File: src/rtl/prog_loader.sv
// prog_loader: fills instruction memory from a host byte stream.
//   A load is a 4-byte big-endian word count N followed by N big-endian
//   32-bit instruction words. Word i is written at address BASE+i.
//   The CPU is held while a load is running, and it stays held after an
//   illegal length.
// Ports:
//   Clk, Rst        clock; synchronous active-low reset
//   Start           one-cycle load request (honoured in IDLE and ERR)
//   In_Data/Valid   host byte stream; In_Ready is high in LEN and DATA
//   Wr_En/Addr/Data instruction memory write port (one-cycle strobe)
//   Cpu_Hold        keeps the CPU in reset while high
//   Done            one-cycle pulse when a load completes
//   Error           sticky illegal-length flag, cleared by Start
module prog_loader #(
    parameter int unsigned DEPTH  = 256,
    parameter int unsigned ADDR_W = 32,
    parameter int unsigned BASE   = 0
) (
    input  logic              Clk,
    input  logic              Rst,
    input  logic              Start,
    input  logic [7:0]        In_Data,
    input  logic              In_Valid,
    output logic              In_Ready,
    output logic              Wr_En,
    output logic [ADDR_W-1:0] Wr_Addr,
    output logic [31:0]       Wr_Data,
    output logic              Cpu_Hold,
    output logic              Done,
    output logic              Error
);

    localparam int unsigned IDX_W = $clog2(DEPTH) + 1;

    typedef enum logic [2:0] {
        S_IDLE,
        S_LEN,
        S_DATA,
        S_DONE,
        S_ERR
    } state_t;

    state_t              state_q,    state_d;
    logic [1:0]          byte_cnt_q, byte_cnt_d;
    logic [23:0]         shift_q,    shift_d;
    logic [IDX_W-1:0]    word_idx_q, word_idx_d;
    logic [IDX_W-1:0]    len_q,      len_d;
    logic                in_ready_q, in_ready_d;
    logic                wr_en_q,    wr_en_d;
    logic [ADDR_W-1:0]   wr_addr_q,  wr_addr_d;
    logic [31:0]         wr_data_q,  wr_data_d;
    logic                cpu_hold_q, cpu_hold_d;
    logic                done_q,     done_d;
    logic                error_q,    error_d;

    logic                accept;
    logic [31:0]         word;
    logic                len_ok;

    always_comb begin
        accept = In_Valid && in_ready_q;
        // The first three bytes of a word sit in shift_q; the fourth arrives live.
        word   = {shift_q, In_Data};
        len_ok = (word != '0) && (word <= 32'(DEPTH));

        state_d    = state_q;
        byte_cnt_d = byte_cnt_q;
        shift_d    = shift_q;
        word_idx_d = word_idx_q;
        len_d      = len_q;
        wr_en_d    = 1'b0;
        wr_addr_d  = wr_addr_q;
        wr_data_d  = wr_data_q;

        case (state_q)
            S_IDLE, S_ERR: begin
                if (Start) begin
                    state_d    = S_LEN;
                    byte_cnt_d = '0;
                end
            end
            S_LEN: begin
                if (accept) begin
                    shift_d    = word[23:0];
                    byte_cnt_d = byte_cnt_q + 2'd1;
                    if (byte_cnt_q == 2'd3) begin
                        if (len_ok) begin
                            state_d    = S_DATA;
                            len_d      = word[IDX_W-1:0];
                            word_idx_d = '0;
                        end else begin
                            state_d = S_ERR;
                        end
                    end
                end
            end
            S_DATA: begin
                if (accept) begin
                    shift_d    = word[23:0];
                    byte_cnt_d = byte_cnt_q + 2'd1;
                    if (byte_cnt_q == 2'd3) begin
                        wr_en_d    = 1'b1;
                        wr_addr_d  = ADDR_W'(BASE) + ADDR_W'(word_idx_q);
                        wr_data_d  = word;
                        word_idx_d = word_idx_q + IDX_W'(1);
                        if (word_idx_q == len_q - IDX_W'(1)) begin
                            state_d = S_DONE;
                        end
                    end
                end
            end
            S_DONE: begin
                state_d = S_IDLE;
            end
            default: begin
                state_d = S_IDLE;
            end
        endcase

        // Status outputs are registered copies of the next state's decode,
        // so each appears in the same cycle as the state it belongs to.
        in_ready_d = (state_d == S_LEN) || (state_d == S_DATA);
        cpu_hold_d = (state_d == S_LEN) || (state_d == S_DATA) || (state_d == S_ERR);
        done_d     = (state_d == S_DONE);
        error_d    = (state_d == S_ERR);
    end

    always_ff @(posedge Clk) begin
        if (!Rst) begin
            state_q    <= S_IDLE;
            byte_cnt_q <= '0;
            shift_q    <= '0;
            word_idx_q <= '0;
            len_q      <= '0;
            in_ready_q <= 1'b0;
            wr_en_q    <= 1'b0;
            wr_addr_q  <= '0;
            wr_data_q  <= '0;
            cpu_hold_q <= 1'b0;
            done_q     <= 1'b0;
            error_q    <= 1'b0;
        end else begin
            state_q    <= state_d;
            byte_cnt_q <= byte_cnt_d;
            shift_q    <= shift_d;
            word_idx_q <= word_idx_d;
            len_q      <= len_d;
            in_ready_q <= in_ready_d;
            wr_en_q    <= wr_en_d;
            wr_addr_q  <= wr_addr_d;
            wr_data_q  <= wr_data_d;
            cpu_hold_q <= cpu_hold_d;
            done_q     <= done_d;
            error_q    <= error_d;
        end
    end

    assign In_Ready = in_ready_q;
    assign Wr_En    = wr_en_q;
    assign Wr_Addr  = wr_addr_q;
    assign Wr_Data  = wr_data_q;
    assign Cpu_Hold = cpu_hold_q;
    assign Done     = done_q;
    assign Error    = error_q;

endmodule

File: config.mk
export PLATFORM = sky130hd
export DESIGN_NAME = prog_loader
export DESIGN_NICKNAME = d
export VERILOG_FILES = /design/src/rtl/prog_loader.sv
export SDC_FILE = /design/constraint.sdc
export NUM_CORES = 1
export LEC_CHECK = 0
export BUFFER_PORTS_ARGS = -buffer_cell sky130_fd_sc_hd__buf_4
export CELL_PAD_IN_SITES_DETAIL_PLACEMENT = 0
export CELL_PAD_IN_SITES_GLOBAL_PLACEMENT = 2
export CORE_UTILIZATION = 29
export CTS_CLUSTER_DIAMETER = 50
export DETAILED_ROUTE_END_ITERATION = 12
export HOLD_SLACK_MARGIN = 0.06
export PLACE_DENSITY = 0.81
export SLEW_MARGIN = 20
export SYNTH_ARGS = -nofsm -noshare
export SYNTH_HDL_FRONTEND = slang
export SYNTH_SLANG_ARGS = --single-unit
export TNS_END_PERCENT = 20
File: constraint.sdc
create_clock -name Clk -period 1.9 [get_ports Clk]
set_input_delay 0.38 -clock Clk [delete_from_list [all_inputs] [get_ports Clk]]
set_output_delay 0.38 -clock Clk [all_outputs]
set_load 0.02 [all_outputs]
# Word-level counts from Yosys, hierarchy flattened

Cells that the tools add are included.

Bits of input ports: 12
Word-level logic and storage cells: 66
Flip-flop bits (word level): 93

Eq/ne operators: 16
Magnitude comparators: 1
Reductions and logical operators: 16
Add/subtract/negate cells: 3
Mux-type cells: 18

Operators with widths:

| kind                | number |
|---|---|
| $mux 9              | 5 |
| $le 32x9->1 const B | 1 |
| $reduce_bool 32->1  | 1 |
| $mux 3              | 7 |
| $pmux 9 s2          | 1 |
| $ne 2x2->1 const B  | 6 |
| $add 9x1->9 const B | 1 |
| $eq 3x2->1 const B  | 3 |
| $eq 9x9->1          | 1 |
| $pmux 3 s3          | 1 |
| $reduce_and 3->1    | 3 |
| $sub 9x1->9 const B | 1 |
| $eq 3x1->1 const B  | 2 |
| $eq 3x3->1 const B  | 2 |
| $reduce_and 6->1    | 1 |
| $mux 2              | 2 |
| $pmux 2 s2          | 1 |
| $reduce_and 4->1    | 1 |
| $reduce_bool 2->1   | 2 |
| $reduce_or 2->1     | 2 |
| $logic_not 3->1     | 1 |
| $add 2x1->2 const B | 1 |
| $eq 2x2->1 const B  | 1 |
| $logic_and 1x1->1   | 2 |
| 4 further kinds     | 5 |

# Longest topological paths before layout

Gate-level depths: netlist of the first run.

Depth after elaboration: 9
Gate-level depth with buffers: 7
Depth with buffers taken out: 7

# Worst setup path before layout of the first run

Ideal clock, no wire load.

Path kind: reg-to-reg
From: reg len_q[0]
To: reg in_ready_q (netlist: In_Ready)
Data required time: 1.783 ns
Slack: -0.171 ns
Arrival: 1.954 ns
Path buffers: 0
Stages on the path, launching flop included: 8
Cell sequence: dfxtp_1 -> inv_1 -> ha_1 -> nor3b_1 -> a2111oi_0 -> a2111oi_2 -> a221oi_1 -> and4b_1

Longest elaborated chain between the ends: 8
Elaborated cells on any way between the ends: 9
Those cells by class: add/sub (1); eq/ne (3); mux (4); reduce/logical (1)

Ends and longest elaborated chain:

| what                                     | RTL line | source |
|---|---|---|
| start, declared                          | 47       | `logic [IDX_W-1:0] len_q, len_d;` |
| start signal, assigned                   | 147      | `len_q <= len_d;` |
| $sub 9x1->9 *                            | 106      | `if (word_idx_q == len_q - IDX_W'(1)) begin` |
| $eq 9x9->1 *                             | 106      |  |
| $mux 3 *                                 | 106      |  |
| $mux 3 *                                 | 101      | `if (byte_cnt_q == 2'd3) begin` |
| $mux 3 *                                 | 98       | `if (accept) begin` |
| $pmux 3 s3 *                             | 75       | `case (state_q)` |
| $eq 3x1->1 or $eq 3x2->1 (tied branches) | 122      | `in_ready_d = (state_d == S_LEN) \|\| (state_d == S_DATA);` |
| $logic_or 1x1->1 *                       | 122      |  |
| end signal, assigned                     | 148      | `in_ready_q <= in_ready_d;` |
| end, declared                            | 48       | `logic in_ready_q, in_ready_d;` |

Every way passes the cells marked *; elsewhere a longest branch is shown, timed or not.
A chain may end at the register's enable or synchronous reset.

# Worst setup path after layout of the first run

From: reg shift_q[6]
To: reg word_idx_q[2]

Longest elaborated chain between the ends: 4
Elaborated cells on any way between the ends: 5
Those cells by class: order compare (1); eq/ne (1); reduce/logical (3)

Ends and longest elaborated chain:

| what                                              | RTL line | source |
|---|---|---|
| start, declared                                   | 45       | `logic [23:0] shift_q, shift_d;` |
| start signal, assigned                            | 145      | `shift_q <= shift_d;` |
| $le 32x9->1 or $reduce_bool 32->1 (tied branches) | 64       | `len_ok = (word != '0) && (word <= 32'(DEPTH));` |
| $logic_and 1x1->1 *                               | 64       |  |
| $ne 2x2->1 (no source line) *                     | --       |  |
| $reduce_and 6->1 (no source line) *               | --       |  |
| end signal, assigned                              | 146      | `word_idx_q <= word_idx_d;` |
| end, declared                                     | 46       | `logic [IDX_W-1:0] word_idx_q, word_idx_d;` |

Marks and branches as above.

==> results of run 1 <==
==> stage by stage <==
step	cells	utilization, %	hold WS (ps)
floorplan	515	-	449
global placement	777	37.8	456
detailed placement	777	37.8	459
CTS	801	41.5	402
global route	804	42.1	427
finish	804	42.1	412
==> cells in the mapped netlist, types with 2 or more instances <==
cell       number  share of area (%)
nand2_1       140                 12
dfxtp_1        93                 44
a21boi_0       67                 12
buf_4          24                4.3
clkbuf_1       20                1.8
nor2b_1        12                1.8
mux2i_1        11                2.6
a21oi_1        10                1.2
or4_1           8                1.4
nand3_1         7               0.83
nor2_1          7               0.62
nor4_1          6               0.89
o31ai_1         6                1.1
xor2_1          6                1.2
inv_1           5               0.44
nor3_1          5               0.59
and3_1          4               0.59
buf_1           4               0.36
xnor2_1         4               0.83
and4b_1         3               0.71
ha_1            3               0.89
nand4_1         3               0.44
o21ai_0         3               0.36
a21boi_1        2               0.36
and2_1          2               0.30
buf_2           2               0.24
buf_6           2               0.53
nand4b_1        2               0.41
nor3b_1         2               0.36
o2111ai_1       2               0.41
or3_1           2               0.30
or3b_1          2               0.41
==> worst min-delay path by stage <==
stage | startpoint | to | slack [ps] | cells past startpoint
floorplan | shift_q[17] | Wr_Data[25] | 450 | 2
global placement | Wr_Data[14] | Wr_Data[14] | 460 | 2
detailed placement | Wr_Data[29] | Wr_Data[29] | 460 | 2
CTS | In_Data[7] | len_q[7] | 400 | 4
global route | In_Data[7] | shift_q[7] | 430 | 4
finish | In_Data[7] | len_q[7] | 410 | 4
==> cell type report <==
type	instances	area, µm²	share of cell area, %
Sequential cell	93	1860	31.5
Clock inverter	4	30.0	0.508
Timing Repair Buffer	144	1140	19.3
Inverter	5	18.8	0.317
Tap cell	180	225	3.81
Clock buffer	12	267	4.51
Multi-Input combinational cell	366	2370	40.1
==> worst max-delay path: cells and delay by family (launching register included) <==
kind | cells | cell delay, ps
flip-flops | 1 | 310
AO/OA/AOI/OAI | 2 | 320
AND/OR/NAND/NOR | 3 | 1210
buffers and inverters | 1 | 150
==> registers in the layout, summed over array words and instances, names as in the netlist, 2 cells and up <==
signal / flops
Wr_Data: 32
shift_q: 24
Wr_Addr: 9
len_q: 9
word_idx_q: 9
state_q: 3
byte_cnt_q: 2
==> timing repair <==
action / CTS / global route
gates cloned: 1 / 0
gates resized for setup: 33 / 22
pin swaps: 22 / 11
endpoints found under the setup margin: 28 / 57
setup buffers: 9 / 3
==> metal layers <==
metal  up-vias  routed length (µm)  track usage (%)
met1      1722                5580             21.7
met4         0                 217             6.71
met3        16                 625             2.32
met5         -                   0                0
li1       1898                   -                -
met2        95                4900             24.5
==> logic make-up (layout without fill, tap and decap cells) <==
group                      Yosys count  count (layout)  synth area share (%)
other                                1              23                0.0887
adders and majority gates            3               3                 0.888
DFF                                 93              93                  44.0
xor gates and xnor gates            10              10                  2.07
buffers and inverters               57             165                  7.61
AOI/OAI and AO/OA                  102             103                  18.1
muxes                               11              11                  2.61
and+or+nand+nor                    216             216                  24.6
==> report_power, final <==
part,total [mW],leakage [nW],internal [mW],switching (mW)
clock,1.78,0.145,1.00,0.783
combinational,0.273,1.44,0.115,0.158
sequential,1.96,0.751,1.96,0.00501
total,4.02,2.33,3.07,0.945
==> flow_summary.yaml, run 1 <==
timing:
  setup_violations: 21
  slew_violations: 0
  setup_ws_ps: -155
  min_period_ps: 2060
  fmax_mhz: 487
  relSlewSlack_pct: 60.9
  fin_skew_ps: 10.6
  finalSetupTns_ps: -1110
  worst_pin_slew_ps: 578
  period_share_pct: 108
  hold_viol: 0
  grt_setup_unrepaired: "true"
finish:
  antenna_cells: 0
  design_area_um2: 5910
  drive_gt1_share_pct: 32.2
  final_cell_mix: "nand2_1, buf_4, dfxtp_1"
  fin_nets: 634
  area_growth_pct: 39.9
  final_common_cell: "nand2_1"
  fill_cells: 1423
clocking:
  cts_root_buf: "clkbuf_16"
  cts.sinks: 93
  cts_buffers: 9
  cts_tree: "yes"
  hold_buffers: 0
  clock_latency_ps: 350
  clk_path_buf_depth: 2
  clk_pin_slew_ps: 70
  htree_levels: 3
route:
  first_pass_iters: 4
  drt_wl_total_um: 11300
  drc: 0
  avgRoutedWirePerCell_um: 14.1
  routed_via_density: 4.64
  drtAntennaViolNets: 0
  drt-initial-drc-count: 132
  dr_total_vias: 3731
die:
  die_h_um: 123
  core_area_um2: 14000
  rows: 43
  die-area_um2: 15100
  die_w_um: 123
  start_util_pct: 30.1
  ios: 81
worst_setup_path:
  reg2reg_to: "word_idx_q[2]"
  cp-end-kind: "register"
  crit_slowest_cell: "or4_4"
  crit_chain: "or4_4, nor2_4, buf_4, a41oi_4, or4_4, a21oi_2"
  crit_path_end: "word_idx_q[2]"
  r2r-start: "shift_q[6]"
  critPathMaxFanout: 7
  crit_required_ps: 2170
  cp-startpoint: "shift_q[6]"
  crit_path_frequent_cell: "or4_4"
  crit_path_start_kind: "register"
  regToRegSetupSlack_ps: -160
  slowest_delay_ps: 570
  rr_worst_depth: 6
  critPathArrivalTime_ps: 2330
  crit_type: "register to register"
yosys:
  syn_avg_cell_area_um2: 8.57
  synth_area_um2: 4230
  synth_edf_count: 0
  ys_async_sr_fraction_pct: 0
  synth-seq-cells: 93
  ys_types: 56
  synth.yosys.seq_area_share_pct: 44.0
  synth_cells: 493
  yosys_most_used_dff: "dfxtp_1"
  ys.warnings.count: 0
grt:
  grt_pass1_vias: 3580
  grt_max_degree: 45
  antenna_found_initial: 0
  grt_pass1_wl_um: 18100
  grt_usage_pct: 15.8
  grt-ovfl-total: 0
power_and_ir_drop:
  vdd_drop_max_v: 0.000328
  power.total_mw: 4.02
  power_density_nw_per_um2: 679
  p_leak_nw: 2.33
place:
  place_area_um2: 5310
  dp_hpwl_um: 7920
  preCtsSetupSlack_ps: -414
  place_congestion: 0.800
  io_buffer_count: 57
hold_path:
  hold_class: "input port to register"
outcome:
  outcome: "finished with violations"
  violations: "setup timing"
run:
  maxCapViolCount: 0
(Power assumes the default switching activity.)
==> run 2: changes to the inputs <==
--- a/config.mk
+++ b/config.mk
@@ -5,14 +5,15 @@
 export SDC_FILE = /design/constraint.sdc
 export NUM_CORES = 1
 export LEC_CHECK = 0
+export ABC_AREA = 1
 export BUFFER_PORTS_ARGS = -buffer_cell sky130_fd_sc_hd__buf_4
 export CELL_PAD_IN_SITES_DETAIL_PLACEMENT = 0
 export CELL_PAD_IN_SITES_GLOBAL_PLACEMENT = 2
-export CORE_UTILIZATION = 29
+export CORE_UTILIZATION = 28
 export CTS_CLUSTER_DIAMETER = 50
 export DETAILED_ROUTE_END_ITERATION = 12
 export HOLD_SLACK_MARGIN = 0.06
-export PLACE_DENSITY = 0.81
+export PLACE_DENSITY = 0.83
 export SLEW_MARGIN = 20
 export SYNTH_ARGS = -nofsm -noshare
 export SYNTH_HDL_FRONTEND = slang
==> flow_summary.yaml, run 2 <==
grt:
  grt_pass1_vias: 3455
  grt_pass1_wl_um: 17700
  antenna_found_initial: 0
  grt_max_degree: 78
  grt_usage_pct: 15.4
  grt-ovfl-total: 0
finish:
  final_common_cell: "nor2_1"
  area_growth_pct: 20.0
  final_cells: 811
  largest_reg_flops: 32
  fin_nets: 637
  drive_gt1_share_pct: 17.5
  final_cell_mix: "nor2_1, dfxtp_1, o21ai_0"
  antenna_cells: 0
  design_area_um2: 5020
worst_setup_path:
  critPathMaxFanout: 5
  critPathArrivalTime_ps: 1850
  crit_type: "register to register"
  cp-end-kind: "register"
  crit_path_start_kind: "register"
  crit_required_ps: 2140
place:
  dp_hpwl_um: 7610
  place_area_um2: 4700
  dp.cells: 795
  place_congestion: 0.772
  io_buffer_count: 57
yosys:
  synth.yosys.seq_area_share_pct: 44.5
  synth.area.top_cells: "dfxtp_1, nor2_1, o21ai_0, nand2_1, buf_4"
  yosysMostFrequentCell: "nor2_1"
  synth_area_um2: 4180
  ys_async_sr_fraction_pct: 0
  netlist.area_leader.share_pct: 44.5
  syn_avg_cell_area_um2: 7.33
  synth_cells: 570
  yosys_most_used_dff: "dfxtp_1"
  yosysTopAreaCell: "dfxtp_1"
  ys_types: 34
  ys.warnings.count: 0
  synth_common_cells: "nor2_1, dfxtp_1, o21ai_0"
  synth_edf_count: 0
  synth-seq-cells: 93
route:
  drt-initial-drc-count: 188
  drc: 0
  avgRoutedWirePerCell_um: 13.4
  routed_via_density: 4.43
  dr_total_vias: 3595
  drt_wl_total_um: 10800
  first_pass_iters: 4
  drtAntennaViolNets: 0
timing:
  setup_violations: 0
  whs_ps: 299
  worst_pin_slew_ps: 509
  min_period_ps: 1600
  finalSetupTns_ps: 0
  relSlewSlack_pct: 66.0
  slew_violations: 0
  hold_viol: 0
  fin_skew_ps: 5.47
  fmax_mhz: 623
  period_share_pct: 84.4
  grt_setup_unrepaired: "false"
clocking:
  cts_tree: "yes"
  cts_buffers: 9
  clock_latency_ps: 350
  clk_path_buf_depth: 2
  cts_root_buf: "clkbuf_16"
  cts.sinks: 93
  htree_levels: 3
  clk_pin_slew_ps: 70
  hold_buffers: 0
outcome:
  outcome: "finished, final reports clean"
power_and_ir_drop:
  p_leak_nw: 2.21
  power_density_nw_per_um2: 825
  vdd_drop_max_v: 0.000423
die:
  rows: 44
  core_area_um2: 14500
  ios: 81
  start_util_pct: 28.8
  die_h_um: 124
  die_w_um: 124
  die-area_um2: 15400
hold_path:
  hold_class: "input port to register"
run:
  maxCapViolCount: 0
==> run 2: kinds of logic (layout without fill, tap and decap cells) <==
family                   after synthesis  in the layout  synth area share, %
AO/OA/AOI/OAI                        118            118                 14.8
XOR/XNOR                               6              6                 1.26
other                                  1             23               0.0897
adder cells (fa/ha/maj)                3              3                0.898
AND/OR/NAND/NOR                      258            258                 26.8
buffers and inverters                 91            126                 11.6
flip-flops                            93             93                 44.5
==> run 2: critical path, stage by stage (launching register included) <==
cell and delay (ps):
dfxtp_1 320, inv_1 70, ha_1 240, nand3_1 120, nor2_1 130, o21ai_0 90
nor2_1 210, nand3_2 140, nand3_1 130, nand2_1 60
==> run 2: layout make-up <==
| class | instances | area [µm²] |
|---|---|---|
| well taps | 184 | 230 |
| multi-input cells | 408 | 1920 |
| fillers | 1591 | 9520 |
| clock inverters | 4 | 55.1 |
| flip-flops and latches | 93 | 1860 |
| clock buffers | 12 | 256 |
| repair buffers | 67 | 528 |
| inverters | 43 | 161 |
==> run 2: what timing repair did <==
item | in CTS | in global routing
setup buffers | 0 | 0
endpoints found under the setup margin | 0 | 3
resized for setup | 0 | 1
==> run 2: report_power, final <==
group | total (mW) | leakage, nW | switching, mW | internal, mW
logic | 0.256 | 1.31 | 0.183 | 0.0730
clock network | 1.89 | 0.149 | 0.794 | 1.10
registers | 1.99 | 0.751 | 0.0194 | 1.97
total | 4.14 | 2.21 | 0.996 | 3.14
==> run 2: path summary, 6_finish.rpt <==
check             startpoint  slack (ps)         end  cells after the start
setup reg to reg    len_q[1]         300    Cpu_Hold                      9
setup / recovery    len_q[1]         300    Cpu_Hold                      9
hold / removal    In_Data[7]         300  shift_q[7]                      3
hold reg to reg     len_q[8]         480    len_q[8]                      2
==> run 2: stage by stage <==
| step | power, mW | setup slack, ps | util, % |
|---|---|---|---|
| after floorplan | 2.25 | 411 | - |
| after global placement | 2.29 | 246 | 32.3 |
| after detailed placement | 2.29 | 202 | 32.3 |
| after CTS | 4.20 | 245 | 34.5 |
| after global routing | 4.31 | 102 | 34.5 |
| final | 4.14 | 296 | 34.5 |
==> run 2: layer usage <==
layer / vias up / GRT usage [%] / part of all wire (%)
met5: - / 0 / 0
met4: 0 / 4.54 / 1.1
met3: 7 / 4.72 / 3.7
met2: 54 / 26.1 / 50
met1: 1655 / 18.4 / 45
li1: 1879 / - / -
==> run 3: changes to the inputs <==
--- a/config.mk
+++ b/config.mk
@@ -5,15 +5,15 @@
 export SDC_FILE = /design/constraint.sdc
 export NUM_CORES = 1
 export LEC_CHECK = 0
-export ABC_AREA = 1
+export ABC_AREA = 0
 export BUFFER_PORTS_ARGS = -buffer_cell sky130_fd_sc_hd__buf_4
 export CELL_PAD_IN_SITES_DETAIL_PLACEMENT = 0
 export CELL_PAD_IN_SITES_GLOBAL_PLACEMENT = 2
-export CORE_UTILIZATION = 28
+export CORE_UTILIZATION = 29
 export CTS_CLUSTER_DIAMETER = 50
 export DETAILED_ROUTE_END_ITERATION = 12
 export HOLD_SLACK_MARGIN = 0.06
-export PLACE_DENSITY = 0.83
+export PLACE_DENSITY = 0.81
 export SLEW_MARGIN = 20
 export SYNTH_ARGS = -nofsm -noshare
 export SYNTH_HDL_FRONTEND = slang
==> constraint.sdc (replaced) <==
create_clock -name Clk -period 1.45 [get_ports Clk]
set_input_delay 0.29 -clock Clk [delete_from_list [all_inputs] [get_ports Clk]]
set_output_delay 0.29 -clock Clk [all_outputs]
set_load 0.02 [all_outputs]
==> flow_summary.yaml, run 3 (same netlist as run 1, synthesis figures left out) <==
place:
  dp_hpwl_um: 8190
  place_congestion: 0.790
  io_buffer_count: 57
  place_area_um2: 5480
  dp.cells: 786
finish:
  final_common_cell: "buf_4"
  fill_cells: 1368
  multi_input_area_um2: 2430
  largest_reg_flops: 32
  fin_nets: 644
  final_cells: 814
  final_cell_mix: "buf_4, nand2_1, dfxtp_1"
  area_growth_pct: 45.3
  final_util_pct: 43.7
  ff_latch_area_um2: 1870
  antenna_cells: 0
  drive_gt1_share_pct: 34.9
  design_area_um2: 6140
clocking:
  clock_latency_ps: 360
  clk_pin_slew_ps: 70
  htree_levels: 3
  cts.sinks: 93
  cts_root_buf: "clkbuf_16"
  cts_buffers: 9
  hold_buffers: 0
  clk_path_buf_depth: 2
  cts_tree: "yes"
worst_setup_path:
  crit_slowest_cell: "or4_4"
  crit_required_ps: 1730
  reg2reg_to: "word_idx_q[6]"
  regToRegSetupSlack_ps: -610
  crit_chain: "or4_4, nor2_4, a41oi_4, buf_6, or4_1, a21oi_1"
  cp_num_buf_inv: 1
  cp-end-kind: "register"
  critPathArrivalTime_ps: 2350
  critPathTopFamily: "simple AND/OR/NAND/NOR gates"
  critPathMaxFanout: 5
  rr_worst_depth: 6
  r2r-start: "shift_q[8]"
  crit_path_start_kind: "register"
  crit_type: "register to register"
  slowest_delay_ps: 550
  cp-startpoint: "shift_q[8]"
outcome:
  outcome: "finished with violations"
  violations: "setup timing"
route:
  drt_wl_total_um: 11600
  first_pass_iters: 4
  avgRoutedWirePerCell_um: 14.2
  drc: 0
  dr_total_vias: 3800
  routed_via_density: 4.67
  drtAntennaViolNets: 0
  drt-initial-drc-count: 173
timing:
  slew_violations: 0
  worst_pin_slew_ps: 635
  fmax_mhz: 485
  hold_viol: 0
  setup_ws_ps: -613
  fin_skew_ps: 11.9
  relSlewSlack_pct: 57.6
  period_share_pct: 142
  min_period_ps: 2060
  setup_violations: 92
  grt_setup_unrepaired: "true"
grt:
  grt_usage_pct: 16.3
  grt-ovfl-total: 0
  antenna_found_initial: 0
  grt_pass1_vias: 3595
  grt_pass1_wl_um: 18700
  grt_max_degree: 43
hold_path:
  hold_class: "input port to register"
  hold_end: "shift_q[3]"
  min-delay-start: "In_Data[3]"
  min_delay_path_depth: 4
die:
  die_h_um: 123
  die-area_um2: 15100
  die_w_um: 123
  rows: 43
  ios: 81
  core_area_um2: 14000
  start_util_pct: 30.1
run:
  maxCapViolCount: 0
power_and_ir_drop:
  vdd_drop_max_v: 0.000513
  p_leak_nw: 2.47
  power.total_mw: 5.60
  power_density_nw_per_um2: 912
-- run 3: cell types whose count changed in the layout (fill, tap and decap cells not counted), moves of 9 or more --
| cell | before | now |
|---|---|---|
| mux2i_1 | 0 | 10 |
| o21ai_0 | 78 | 3 |
| nor2_1 | 143 | 5 |
| a21boi_1 | 0 | 54 |
| a21boi_0 | 0 | 11 |
| nor2b_1 | 0 | 12 |
| inv_1 | 37 | 3 |
| nand2_1 | 69 | 137 |
| nand3_1 | 19 | 6 |
| buf_4 | 65 | 139 |
| a21oi_1 | 34 | 7 |
| buf_6 | 0 | 9 |
-- run 3: how the worst max path moves through the flow --
| stage | depth (start not counted) | slack (ps) | endpoint |
|---|---|---|---|
| final | 6 | -610 | word_idx_q[6] |
| after global routing | 9 | -670 | state_q[0] |
| after CTS | 7 | -590 | In_Ready |
| after detailed placement | 7 | -840 | word_idx_q[6] |
| after global placement | 7 | -800 | word_idx_q[6] |
| after floorplan | 6 | -430 | len_q[6] |
-- run 3: power by group --
| group | switching (mW) | internal, mW | leakage [nW] |
|---|---|---|---|
| clock | 1.07 | 1.58 | 0.165 |
| sequential | 0.00833 | 2.57 | 0.753 |
| combinational | 0.212 | 0.164 | 1.55 |
-- run 3: per-stage QoR --
stage / setup TNS [ps] / worst slack (ps) / hold slack (ps)
final: -15850 / -613 / 333
after CTS: -15050 / -594 / 329
after global routing: -22450 / -669 / 346
after floorplan: -17940 / -433 / 435
after global placement: -32540 / -797 / 456
after detailed placement: -34670 / -840 / 460
-- run 3: layer usage --
layer  GRT usage, %  vias up  wire (µm)
met4           7.32        0        212
li1               -     1928          -
met3           2.56       13        492
met1           23.3     1774       5860
met5              0        -          0
met2           24.0       85       5030
-- run 3: worst min-delay path: cells and delay by family --
family / cells / cell delay, ps
AO/OA/AOI/OAI: 1 / 100
AND/OR/NAND/NOR: 1 / 50
buffers and inverters: 2 / 200
-- run 3: area by class of cell --
type / instances / share of cell area, %
multi-input combinational: 366 / 39.6
tap: 180 / 3.67
clock inverter: 6 / 1.53
sequential: 93 / 30.4
clock buffer: 10 / 3.89
timing repair buffer: 154 / 20.6
inverter: 5 / 0.306
-- run 3: what timing repair did --
action                                 CTS  global route
cloned                                   1             0
setup endpoints to repair               92            92
pin swaps                               10            12
endpoints found under the hold margin    0             0
buffers inserted                         7             5
gates resized for setup                 69            39
